### src/rtl/mux4_rr_arbiter.sv
// Round-robin arbiter driving the select of a shared 4:1 mux.
// A hold counter forces the owner to hand off after MAX_HOLD cycles while others wait.
module mux4_rr_arbiter #(
  parameter int MAX_HOLD = 8,
  parameter int CW       = 4
) (
  input  logic       clk,
  input  logic       rst_n,
  input  logic [3:0] req,
  output logic [3:0] grant,
  output logic [1:0] sel,
  output logic       valid
);

  typedef enum logic {IDLE = 1'b0, GRANT = 1'b1} state_t;

  state_t        state, state_n;
  logic [1:0]    owner, owner_n;
  logic [1:0]    ptr, ptr_n;
  logic [CW-1:0] cnt, cnt_n;

  // First index with req set, searching base+1 .. base+4 (mod 4).
  function automatic logic [1:0] rr_pick(input logic [1:0] base, input logic [3:0] r);
    logic [1:0] idx;
    rr_pick = base;
    for (int k = 4; k >= 1; k--) begin
      idx = base + 2'(k);
      if (r[idx]) rr_pick = idx;
    end
  endfunction

  always_ff @(posedge clk) begin
    if (!rst_n) begin
      state <= IDLE;
      owner <= 2'd0;
      ptr   <= 2'd3;
      cnt   <= '0;
    end else begin
      state <= state_n;
      owner <= owner_n;
      ptr   <= ptr_n;
      cnt   <= cnt_n;
    end
  end

  logic       others;
  logic       at_limit;
  logic [3:0] owner_oh;

  always_comb begin
    state_n  = state;
    owner_n  = owner;
    ptr_n    = ptr;
    cnt_n    = cnt;
    owner_oh = 4'b0001 << owner;
    others   = |(req & ~owner_oh);
    at_limit = (cnt == CW'(MAX_HOLD));
    case (state)
      IDLE: begin
        if (|req) begin
          owner_n = rr_pick(ptr, req);
          cnt_n   = CW'(1);
          state_n = GRANT;
        end
      end
      GRANT: begin
        if (!req[owner] || (at_limit && others)) begin
          ptr_n = owner;
          if (others) begin
            // Searching from the owner reaches every other requester before the owner itself.
            owner_n = rr_pick(owner, req);
            cnt_n   = CW'(1);
          end else begin
            state_n = IDLE;
          end
        end else if (!at_limit) begin
          cnt_n = cnt + 1'b1;
        end
      end
      default: state_n = IDLE;
    endcase
  end

  // Outputs decode registered state only, so req never reaches them combinationally.
  always_comb begin
    grant = 4'b0000;
    valid = (state == GRANT);
    sel   = owner;
    if (valid) grant = 4'b0001 << owner;
  end

endmodule
### config.mk
export PLATFORM = sky130hd
export DESIGN_NAME = mux4_rr_arbiter
export DESIGN_NICKNAME = d
export VERILOG_FILES = /design/src/rtl/mux4_rr_arbiter.sv
export SDC_FILE = /design/constraint.sdc
export NUM_CORES = 1
export LEC_CHECK = 0
export CORE_ASPECT_RATIO = 1.25
export CORE_MARGIN = 2
export CORE_UTILIZATION = 38
export CTS_CLUSTER_DIAMETER = 200
export DETAILED_ROUTE_END_ITERATION = 8
export MAX_ROUTING_LAYER = met4
export PLACE_DENSITY = 0.58
export SETUP_SLACK_MARGIN = 0.15
export SYNTH_ARGS = -nofsm -noshare
export SYNTH_HDL_FRONTEND = slang
export SYNTH_SLANG_ARGS = --single-unit
### constraint.sdc
create_clock -name clk -period 3.3 [get_ports clk]
set_input_delay 0.66 -clock clk [delete_from_list [all_inputs] [get_ports clk]]
set_output_delay 0.66 -clock clk [all_outputs]
set_load 0.02 [all_outputs]
# Word level (Yosys, flattened, before mapping)
# Cells that the tools add are included.
# classes
n_mux,34
order_cmp,7
eq_ne,7
n_addsub,7
n_shift,1
bitwise,3
n_reduce_logical,8
# ops
op,n
$lt A2 B3 Y1 const B,7
$mux W4,5
$mux W2,9
$bmux W1 S2,7
$mux W1,10
$add A2 B2 Y2 const B,4
$pmux W4 S2,1
$reduce_or A4 Y1,2
$add A2 B1 Y2 const B,2
$add A4 B1 Y4 const B,1
$and A4 B4 Y4,1
$eq A4 B4 Y1 const B,1
$ne A2 B1 Y1 const B,2
$ne A4 B1 Y1 const B,1
$not A4 Y4,1
$pmux W2 S2,1
$reduce_and A4 Y1,1
$shl A1 B2 Y4 const A,1
$ne A3 B2 Y1 const B,1
$ne A3 B3 Y1 const B,1
$reduce_and A3 Y1,1
$ne A2 B2 Y1 const B,1
$pmux W1 S2,1
$reduce_and A2 Y1,1
other kinds (4),4
# word_totals
reg_bits,9
wordCells,71

# Longest topological paths before layout
# depth
ltp_word,9
depth_mapped,8

# Worst setup path after synthesis
# Ideal clock, no wire load.
# synth_timing
path_kind,flip-flop to flip-flop
startpoint,register owner[1] (netlist: sel[1])
endpoint,register owner[1] (netlist: sel[1])
setup_slack_ps,1157
stages_incl_launch_ff,9
required_time_ps,3164
t_arrival_ps,2007
cell_sequence,dfxtp_1 > buf_6 > clkinv_1 > ha_1 > or2b_2 > nand4_1 > nand3_1 > a2111oi_0 > a211oi_1
# synth_via
elab_chain_len,8
# synth_rtl
element,line_no,rtl
"start, declared",18,"logic [1:0] owner, owner_n;"
"start signal, assigned",40,owner <= owner_n;
$add A2 B2 Y2 or $shl A1 B2 Y4 (tied branches),"27, 55",
$bmux W1 S2 or $not A4 Y4 (tied branches),"28, 56",
$mux W1 (not written as such) or $and A4 B4 Y4 (tied branches),"28, 56",
$mux W2 or $reduce_or A4 Y1 (tied branches),"28, 56",
$mux W2 or $logic_and A1 B1 Y1 (tied branches),"28, 67",
$mux W2 or $logic_or A1 B1 Y1 (tied branches),"69, 67",
$mux W2 or $ne A2 B1 Y1 (tied branches),n/a,
$pmux W2 S2 or $reduce_and A4 Y1 (tied branches),n/a,
# Parallel ways exist; a longest one is shown, timed or not. The select of a mux whose other input is x is not followed.
# A chain may end at the register's enable or synchronous reset.

# Final worst setup path
# layout_timing
startpoint,register owner[1] (netlist: sel[1])
endpoint,output port grant[0]
# layout_via
elab_chain_len,2
# layout_rtl
element,line_no,rtl
$shl A1 B2 Y4,89,if (valid) grant = 4'b0001 << owner;
$mux W4,89,
"end, declared",10,"output logic [3:0] grant,"
# No other way between the ends.

==> impl_metrics.ini <==
[cells_and_area]
fillCellCount = 278
multi_input_area_um2 = 694
area_delta_synth_final_pct = 12.7
finalInstanceArea_um2 = 1110
layout-drive-gt1-share_pct = 15.7
ff_latch_area_um2 = 180
num_antenna_cells = 0
num-nets-final = 134

[drt]
antenna_left = 0
detail_route.vias_per_cell = 5.79
wirelength_mm = 2.31
drc = 0
vias = 892
firstDrtPassIters = 4
wire_per_inst_um = 15.0
drtIter0Drc = 16

[synthesis]
synth_top_area_cell = dfxtp_1
synth_area_leaders = dfxtp_1 18%, ha_1 7.6%, a211oi_1 4.6%
syn_inst = 111
synth-seq-cells = 9
synth_flop_cell = dfxtp_1
synthesis.nets = 123
ys_seq_area_share_pct = 18.3
synth_area_per_cell_um2 = 8.85
synth_top_area_share_pct = 18.3
synth_edf_count = 0
yosysWarnings = 0
synth_area_um2 = 982
synth_cell_type_count = 45
async_reset_ff_share_pct = 0

[cts]
cts_sinks = 9
clock_path_buffers = 2
hold_buffers = 0
cts_setup_buffers = 0
clk_pin_slew_ns = 0.06
htree_num_levels = 1
insertion_delay_ns = 0.26
cts_tree = yes
cts-root-buf = clkbuf_4
post_cts_resized = 0
numCtsBuffers = 3

[global_routing]
grt_pass1_vias = 866
globalRoute.totalOverflow = 0
grt_pass1_wl_mm = 4.04
grt_max_degree = 16
grt_antenna_before_repair = 0
grtUsageTotal_pct = 18.3

[die]
fp.dieH_um = 60.8
die_area_um2 = 3010
coreArea_um2 = 2450
die_width_um = 49.5
num_io_pins = 13
rows = 20
start_util_pct = 40.1

[setup_path]
crit_chain = clkinv_1, ha_1, and2_1, clkdlybuf4s50_1
critPathLaunchType = flop
r2r_cells = 7
startpoint = sel[1]
crit_path_top_delay_cell = dfxtp_1
max_stage_delay_ns = 0.57
required_ns = 2.64
worst-path-buf-inv = 2
worstSetupEndpointType = primary output
critPathMaxFanout = 11
r2r_start = sel[1]
critical_path_class = reg -> out
worstPathArrival_ns = 2.15
path_delay_family = buffers and inverters
rrSetupSlack_ns = 0.83
reg2reg_to = sel[1]

[sta]
rsz0062_at_grt = no
tns_ns = 0
finalCritPeriodShare_pct = 85.2
setup_violations = 0
finalHoldViolCount = 0
fmax_ghz = 0.356
drv_slew = 0
fin_worst_skew_ns = 0.00539
worst_pin_slew_ns = 0.567
post-route-min-period_ns = 2.81
relSlewSlack_pct = 62.1

[power_and_ir_drop]
peakVddDrop_v = 0.000191
powerDensity_nw_per_um2 = 505
leakagePower_nw = 0.451

[place]
dpl_cell_area_um2 = 1080
gp_congestion = 0.795
dp_hpwl_mm = 1.78
port_buffers = 12

[hold_path]
worstHoldEndpoint = cnt[3]
min_from = cnt[3]
hold_class = reg -> reg
holdPathStages = 1

[run_status]
status = finished, final reports clean

[run]
drv_cap = 0
==> cell usage in the layout, fill, tap and decap left out, drive strengths merged, types with 2 or more instances in the layout <==
cell,netlist,layout
nor2,8,8
mux4,2,2
dfxtp,9,9
o211ai,3,3
a2111oi,2,2
or2b,4,4
clkdlybuf4s50,0,12
a22oi,2,2
nor3,2,2
ha,6,6
inv,9,9
a211oi,6,6
nand2,5,5
mux2,3,3
nand3b,4,4
mux2i,3,3
clkbuf,2,4
a21oi,4,4
o21ai,5,5
a41oi,3,3
a31oi,2,2
nand3,3,3
and2,5,5
==> report_power, final <==
| part | internal [mW] | leakage, nW | switching, mW |
|---|---|---|---|
| registers | 0.125 | 0.0743 | 0.0324 |
| logic | 0.148 | 0.362 | 0.168 |
| clock network | 0.0466 | 0.0150 | 0.0379 |
==> flip-flops by register name (all words and copies together), names as in the netlist <==
register,flops
sel,2
valid,1
ptr,2
cnt,4
==> logic make-up after synthesis <==
logic type                 after synthesis  share of synthesized area, %
and+or+nand+nor                         37                          23.3
AOI/OAI and AO/OA                       34                          27.9
buffers and inverters                   17                          11.0
DFF                                      9                          18.3
muxes                                    8                          11.8
adders and majority gates                6                          7.64
==> metal layers <==
metal | track usage (%) | vias to the layer above | share of wire, %
met5 | - | - | 0
met4 | 9.92 | 0 | 1.2
met3 | 2.71 | 2 | 1.9
met2 | 33.2 | 13 | 54
met1 | 19.4 | 444 | 43
li1 | - | 433 | -
==> synth_stat cells (2+ instances only) <==
cell type / n
inv_1: 9
nand3b_1: 4
and2_1: 4
a2111oi_0: 2
nor3_1: 2
ha_1: 6
a41oi_1: 2
mux4_2: 2
nand2_1: 5
nor2_1: 8
a21oi_1: 4
nand3_1: 3
a211oi_1: 6
mux2_4: 2
dfxtp_1: 9
buf_6: 4
o21ai_0: 5
or2b_2: 3
o211ai_1: 3
mux2i_1: 3
==> worst max-delay path by stage <==
stage               end  slack, ns  depth (start not counted)
6_report       grant[0]       0.49                          4
3_5_place_dp     sel[1]       0.63                          6
5_1_grt        grant[1]       0.34                          4
3_3_place_gp   grant[0]       0.72                          4
4_1_cts        grant[0]       0.47                          4
2_1_floorplan    sel[1]       1.16                          8
==> through the flow <==
stage	total power [mW]	hold slack, ns	util (%)	setup WS (ns)	cells
2_1_floorplan	0.400	0.475	-	1.16	111
3_3_place_gp	0.475	0.493	44.1	0.724	150
3_5_place_dp	0.475	0.519	44.1	0.633	150
4_1_cts	0.563	0.532	45.2	0.468	154
5_1_grt	0.605	0.547	45.2	0.345	154
6_report	0.559	0.536	45.2	0.487	154
==> area by class of cell <==
class	count	area share, %
multi-input cells	85	62.7
flip-flops and latches	9	16.3
repair buffers	13	11.5
well taps	33	3.73
inverters	10	3.39
clock buffers	4	2.37
Power figures use the tool's default switching activity.
